===== config.mk =====
export PLATFORM = sky130hd
export DESIGN_NAME = ram_arbiter
export DESIGN_NICKNAME = d
export VERILOG_FILES = /design/src/rtl/ram_arbiter.sv
export SDC_FILE = /design/constraint.sdc
export NUM_CORES = 1
export LEC_CHECK = 0
export ABC_AREA = 1
export CORE_ASPECT_RATIO = 1.5
export CORE_MARGIN = 5
export CORE_UTILIZATION = 36
export DETAILED_ROUTE_END_ITERATION = 12
export GPL_ROUTABILITY_DRIVEN = 0
export PLACE_DENSITY = 0.82
export SYNTH_ARGS = -nofsm -noshare
export SYNTH_HDL_FRONTEND = slang
export SYNTH_SLANG_ARGS = --single-unit

===== constraint.sdc =====
create_clock -name clk -period 1.5 [get_ports clk]
set_input_delay 0.15 -clock clk [delete_from_list [all_inputs] [get_ports clk]]
set_output_delay 0.15 -clock clk [all_outputs]
set_load 0.005 [all_outputs]

===== src/rtl/ram_arbiter.sv =====
// ram_arbiter: shares one single-port synchronous RAM between a fetch port
// (read-only) and a data port (read/write). After reset it clears the whole
// RAM, then arbitrates one access per cycle with 1-bit round-robin priority.
//
// Handshake: a requester holds req and its address/data stable until it sees
// gnt high in the same cycle. Grants are combinational, so the accepted access
// is presented to the RAM in that cycle. A granted read returns rvalid/rdata
// exactly one cycle later. Writes finish at the grant and never return rvalid.
module ram_arbiter #(
  parameter int D_BITS = 32,
  parameter int ADDR_W = 5
) (
  input  logic              clk,
  input  logic              rst_n,
  // fetch port
  input  logic              i_req,
  input  logic [ADDR_W-1:0] i_addr,
  output logic              i_gnt,
  output logic              i_rvalid,
  output logic [D_BITS-1:0] i_rdata,
  // data port
  input  logic              d_req,
  input  logic              d_we,
  input  logic [ADDR_W-1:0] d_addr,
  input  logic [D_BITS-1:0] d_wdata,
  output logic              d_gnt,
  output logic              d_rvalid,
  output logic [D_BITS-1:0] d_rdata,
  // RAM side
  output logic [ADDR_W-1:0] ram_addr,
  output logic [D_BITS-1:0] ram_din,
  output logic              ram_we,
  input  logic [D_BITS-1:0] ram_dout,
  output logic              init_done
);

  typedef enum logic {
    ST_INIT = 1'b0,
    ST_RUN  = 1'b1
  } state_t;

  state_t            state_q, state_d;
  logic [ADDR_W-1:0] clr_cnt_q;
  logic [ADDR_W-1:0] addr_q;
  logic [D_BITS-1:0] din_q;
  logic              prio_q;
  logic              i_tag_q;
  logic              d_tag_q;
  logic              init_done_q;
  logic              clr_last;

  assign clr_last = (clr_cnt_q == {ADDR_W{1'b1}});

  // Next state, arbitration and RAM drive; idle RUN cycles replay the last
  // address/data so the RAM bus only changes when an access is made.
  always_comb begin
    state_d  = state_q;
    i_gnt    = 1'b0;
    d_gnt    = 1'b0;
    ram_we   = 1'b0;
    ram_addr = addr_q;
    ram_din  = din_q;
    case (state_q)
      ST_INIT: begin
        ram_we   = 1'b1;
        ram_addr = clr_cnt_q;
        ram_din  = '0;
        if (clr_last) state_d = ST_RUN;
      end
      ST_RUN: begin
        if (i_req && (!d_req || !prio_q)) begin
          i_gnt    = 1'b1;
          ram_addr = i_addr;
        end else if (d_req) begin
          d_gnt    = 1'b1;
          ram_addr = d_addr;
          ram_we   = d_we;
          ram_din  = d_wdata;
        end
      end
      default: state_d = ST_INIT;
    endcase
    // Reset holds the RAM quiet; state/counter are already cleared, which
    // forces grants off and the address/data to zero.
    if (!rst_n) ram_we = 1'b0;
  end

  // State register, clear counter, priority, read tags and held RAM bus.
  always_ff @(posedge clk or negedge rst_n) begin
    if (!rst_n) begin
      state_q     <= ST_INIT;
      clr_cnt_q   <= '0;
      addr_q      <= '0;
      din_q       <= '0;
      prio_q      <= 1'b0;
      i_tag_q     <= 1'b0;
      d_tag_q     <= 1'b0;
      init_done_q <= 1'b0;
    end else begin
      state_q <= state_d;
      addr_q  <= ram_addr;
      din_q   <= ram_din;
      i_tag_q <= i_gnt;
      d_tag_q <= d_gnt & ~d_we;
      if (state_q == ST_INIT) begin
        clr_cnt_q <= clr_cnt_q + {{(ADDR_W-1){1'b0}}, 1'b1};
        if (clr_last) init_done_q <= 1'b1;
      end
      if (i_gnt)      prio_q <= 1'b1;
      else if (d_gnt) prio_q <= 1'b0;
    end
  end

  assign i_rvalid  = i_tag_q;
  assign d_rvalid  = d_tag_q;
  assign i_rdata   = ram_dout;
  assign d_rdata   = ram_dout;
  assign init_done = init_done_q;

endmodule


Word-level counts from Yosys, hierarchy flattened
Index checks and enable logic that the tools add are counted.

storage, ports and cells
  output and inout bits = 107
  bits in registers = 47
  input port bits = 79
  logic and storage cells = 38

cells by class
  add/sub/neg operators = 1
  bitwise operators = 3
  mux-type cells = 19
  reductions and logical operators = 6
  equal/unequal tests = 1

operators with widths
  cell                                                           number
  32-bit two-way mux                                             2
  32-bit one-hot mux with 2 select lines                         1
  1-bit two-way mux                                              12
  5-bit two-way mux                                              2
  5-bit one-hot mux with 2 select lines                          1
  5-bit by 1-bit adder with 5-bit output, second input constant  1
  5-bit == test, second input constant                           1
  1-bit zero test                                                2
  1-bit inverter                                                 2
  1-bit one-hot mux with 2 select lines                          1
  2-bit AND reduction                                            1
  2-bit nonzero test                                             1
  1-bit AND                                                      1
  1-bit logical AND                                              1
  1-bit logical OR                                               1

Logic depth before layout (Yosys ltp)
  word-level depth = 7
  mapped depth = 8
  depth with buffers taken out = 7

Least setup slack after synthesis
Ideal clock, no wire load.

  path kind = register to register
  start = reg clr_cnt_q[0]
  end = reg state_q
  setup time = 127 ps
  period minus slack after synthesis = 1331 ps
  required time = 1373 ps
  arrival = 1203 ps
  slack = 169 ps
  stages on the path, launching flop included = 5
  buffers on the path = 0
  cell sequence = dfrtp_1 -> ha_1 -> and3_1 -> ha_1 -> or2_2

on the way
  longest elaborated chain between the ends = 3

ends and longest elaborated chain
  element                 line  text
  start, declared         43    logic [ADDR_W-1:0] clr_cnt_q;
  start signal, assigned  106   clr_cnt_q <= clr_cnt_q + {{(ADDR_W-1){1'b0}}, 1'b1};
  5-bit == test           52    assign clr_last = (clr_cnt_q == {ADDR_W{1'b1}});
  1-bit two-way mux       68    if (clr_last) state_d = ST_RUN;
  1-bit two-way mux       63    case (state_q)
  via state_d             42    state_t state_q, state_d;
  end signal, assigned    100   state_q <= state_d;
  end, declared           42

The timed path passes the listed nets, and every way through them passes these cells.
A chain may end at the register's enable or synchronous reset.

Worst setup path in the final report
  start = reg prio_q
  end = out ram_din[30]

on the way
  longest elaborated chain between the ends = 5

ends and longest elaborated chain
  element                                 line  text
  start, declared                         46    logic prio_q;
  start signal, assigned                  95    prio_q <= 1'b0;
  start signal, assigned                  109   if (i_gnt) prio_q <= 1'b1;
  start signal, assigned                  110   else if (d_gnt) prio_q <= 1'b0;
  1-bit zero test                         71    if (i_req && (!d_req || !prio_q)) begin
  1-bit logical OR                        71
  1-bit logical AND                       71
  32-bit two-way mux                      71
  32-bit one-hot mux with 2 select lines  63
  end, declared                           31    output logic [D_BITS-1:0] ram_din,

Every way passes these cells.

==> flow_metrics.tcl <==
set metrics [dict create \
    fin_crit_ns 1.82 \
    rsz0062_at_grt "yes" \
    htreeDepth 2 \
    dp_cells 491 \
    finalClockSkew_ns 0.00559 \
    grt_usage_pct 19.4 \
    total_power_mw 3.98 \
    dr_total_vias 2636 \
    grt_pass1_wl_um 13500 \
    clk_latency_ns 0.30 \
    worst_ir_drop_vdd_v 0.000666 \
    crit_path_end_kind "primary output" \
    route.detailed.drc 0 \
    timing.final.ws_setup_ns -0.319 \
    max_freq_ghz 0.550 \
    die_area_um2 9430 \
    syn_nets 432 \
    p_per_area_nw_per_um2 858 \
    antenna_found_initial 0 \
    syn_to_final_growth_pct 70.5 \
    cts_sinks 47 \
    report.final.slew_viol_count 0 \
    clkTransAtPathRegs_ns 0.09 \
    die-width_um 81.0 \
    core.rowCount 38 \
    dr.pass1.iters 5 \
    status "finished, violations left" \
    drt_iter0_markers 130 \
    clockBufferDepth 2 \
    synth-async-reset-ratio_pct 100 \
    synth_commonest_cells "nand2_1 (95), buf_4 (67), nor2_1 (66)" \
    critical_path_class "reg2out" \
    register_area_um2 1180 \
    slew_headroom_pct 57.6 \
    setup_viol 47 \
    yosysWarnings 0 \
    yosysTopAreaCellShare_pct 43.3 \
    syn-instance-count 351 \
    worst_pin_slew_ns 0.635 \
    holdCritPathClass "in2out" \
    cts-root-buf "clkbuf_8" \
    yosysUniqueCellTypes 21 \
    overflow 0 \
    syn_area_um2 2720 \
    fin_crit_sh_pct 121 \
    pin_count 186 \
    leakagePower_nw 2.39 \
    ys_seq_area_share_pct 43.3 \
    failed_checks "negative setup slack" \
    initial_core_util_pct 37.1 \
    stdcell_count 573 \
    avgSynthCellArea_um2 7.75 \
    nets 554 \
    fillerInstances 599 \
    layout-drive-gt1-share_pct 55.2 \
    numCtsBuffers 5 \
    drv_cap 0 \
    drtAntennaViolNets 0 \
    synth.most_common_cell "nand2_1" \
    io_buffers 89 \
    cts_tree "done" \
    preCtsSetupSlack_ns -0.671 \
    ys.flop_type "dfrtp_1" \
    die_h_um 116 \
    routedWlPerCell_um 16.6 \
    arrival_ns 1.67 \
    path_max_fanout 4 \
    grt_max_degree 48 \
    diodes 0 \
    routed_via_density 4.60 \
    fp.coreArea_um2 7320 \
    synth_edf_count 0 \
    dp_hpwl_um 4760 \
    grt_pass1_vias 2701 \
    yosys.area.top_type "dfrtp_1" \
    synthTopCellsByArea "dfrtp_1 (43%), buf_4 (18%), nand2_1 (13%)" \
    multiInputGateArea_um2 1420 \
    routed_wirelength_um 9520 \
    finalHoldViolCount 0 \
    worstPathRequired_ns 1.35 \
    synth-seq-cells 47 \
    critPathLaunchType "flop" \
]
## cells in the final DEF (no fill, tap or decap), types with 3 or more instances in the layout
cell	count
nand2_1	53
nor2_1	13
buf_12	7
nand2_4	7
clkbuf_8	5
clkdlybuf4s50_1	46
nand3b_1	4
nand2_8	10
nor2_4	17
nand3_2	7
nand2_2	36
dfrtp_1	47
buf_4	52
buf_6	40
nand3_4	3
buf_2	34
inv_1	36
nor2_2	36
## worst max-delay path: stages (launching register included)
cell,delay [ns]
dfrtp_1,0.43
nand2_4,0.16
nand2_8,0.12
nand2_8,0.13
buf_6,0.13
buf_6,0.11
nor2_4,0.03
nor2_2,0.11
buf_2,0.13
## cell type report
class,instances,share of cell area (%)
Clock buffer,5,1.48
Clock inverter,2,0.810
Inverter,37,3.00
Multi-Input combinational cell,198,30.6
Sequential cell,47,25.4
Tap cell,100,2.70
Timing Repair Buffer,184,36.0
## cell families after synthesis
group / Yosys count / synth area share (%)
adder cells (fa/ha/maj): 2 / 0.920
AO/OA/AOI/OAI: 3 / 0.736
flip-flops: 47 / 43.3
XOR/XNOR: 3 / 0.967
buffers and inverters: 114 / 26.2
AND/OR/NAND/NOR: 182 / 27.9
## what timing repair did
action,in CTS,in global routing
setup buffers,60,23
endpoints found under the setup margin,40,53
gates resized for setup,249,104
hold endpoints to repair,47,0
pin swaps,46,40
cloned,8,0
hold buffers,1,0
## registers in the layout, summed over array words and instances, names as in the netlist
register   flops
prio_q         1
d_rvalid       1
clr_cnt_q      5
i_rvalid       1
init_done      1
state_q        1
din_q         32
addr_q         5
## final timing paths
kind / from / slack [ns] / end / cells past startpoint
max in group asynchronous: rst_n / 0.55 / din_q[30] / 3
min: ram_dout[9] / 0.30 / d_rdata[9] / 0
min reg2reg: init_done / 0.48 / init_done / 1
max reg2reg: prio_q / -0.16 / din_q[4] / 11
min in group asynchronous: rst_n / 0.53 / d_rvalid / 3
max: prio_q / -0.32 / ram_din[30] / 8
## through the flow
stage / hold WS, ns / instance area (um^2) / TNS (ns) / util [%]
floorplan: -0.146 / 2720 / 0 / -
global placement: 0.298 / 3390 / -22.24 / 46.3
detailed placement: 0.300 / 3390 / -24.08 / 46.3
CTS: 0.300 / 4210 / -11.03 / 57.5
global route: 0.300 / 4640 / -14.23 / 63.3
finish: 0.300 / 4640 / -10.26 / 63.3
## metal layers
layer	GRT usage, %	wire length [um]	part of all wire, %	up-vias
met5	0	0	0	-
met4	12.2	647	6.8	0
met3	4.01	586	6.2	66
met1	17.8	3090	32	1256
li1	-	-	-	1225
met2	37.4	5200	55	89
## power breakdown
group | switching [mW] | total, mW | internal [mW]
clock network | 0.430 | 0.917 | 0.487
registers | 0.0467 | 1.46 | 1.42
logic | 0.727 | 1.60 | 0.869
Power figures use the tool's default switching activity.
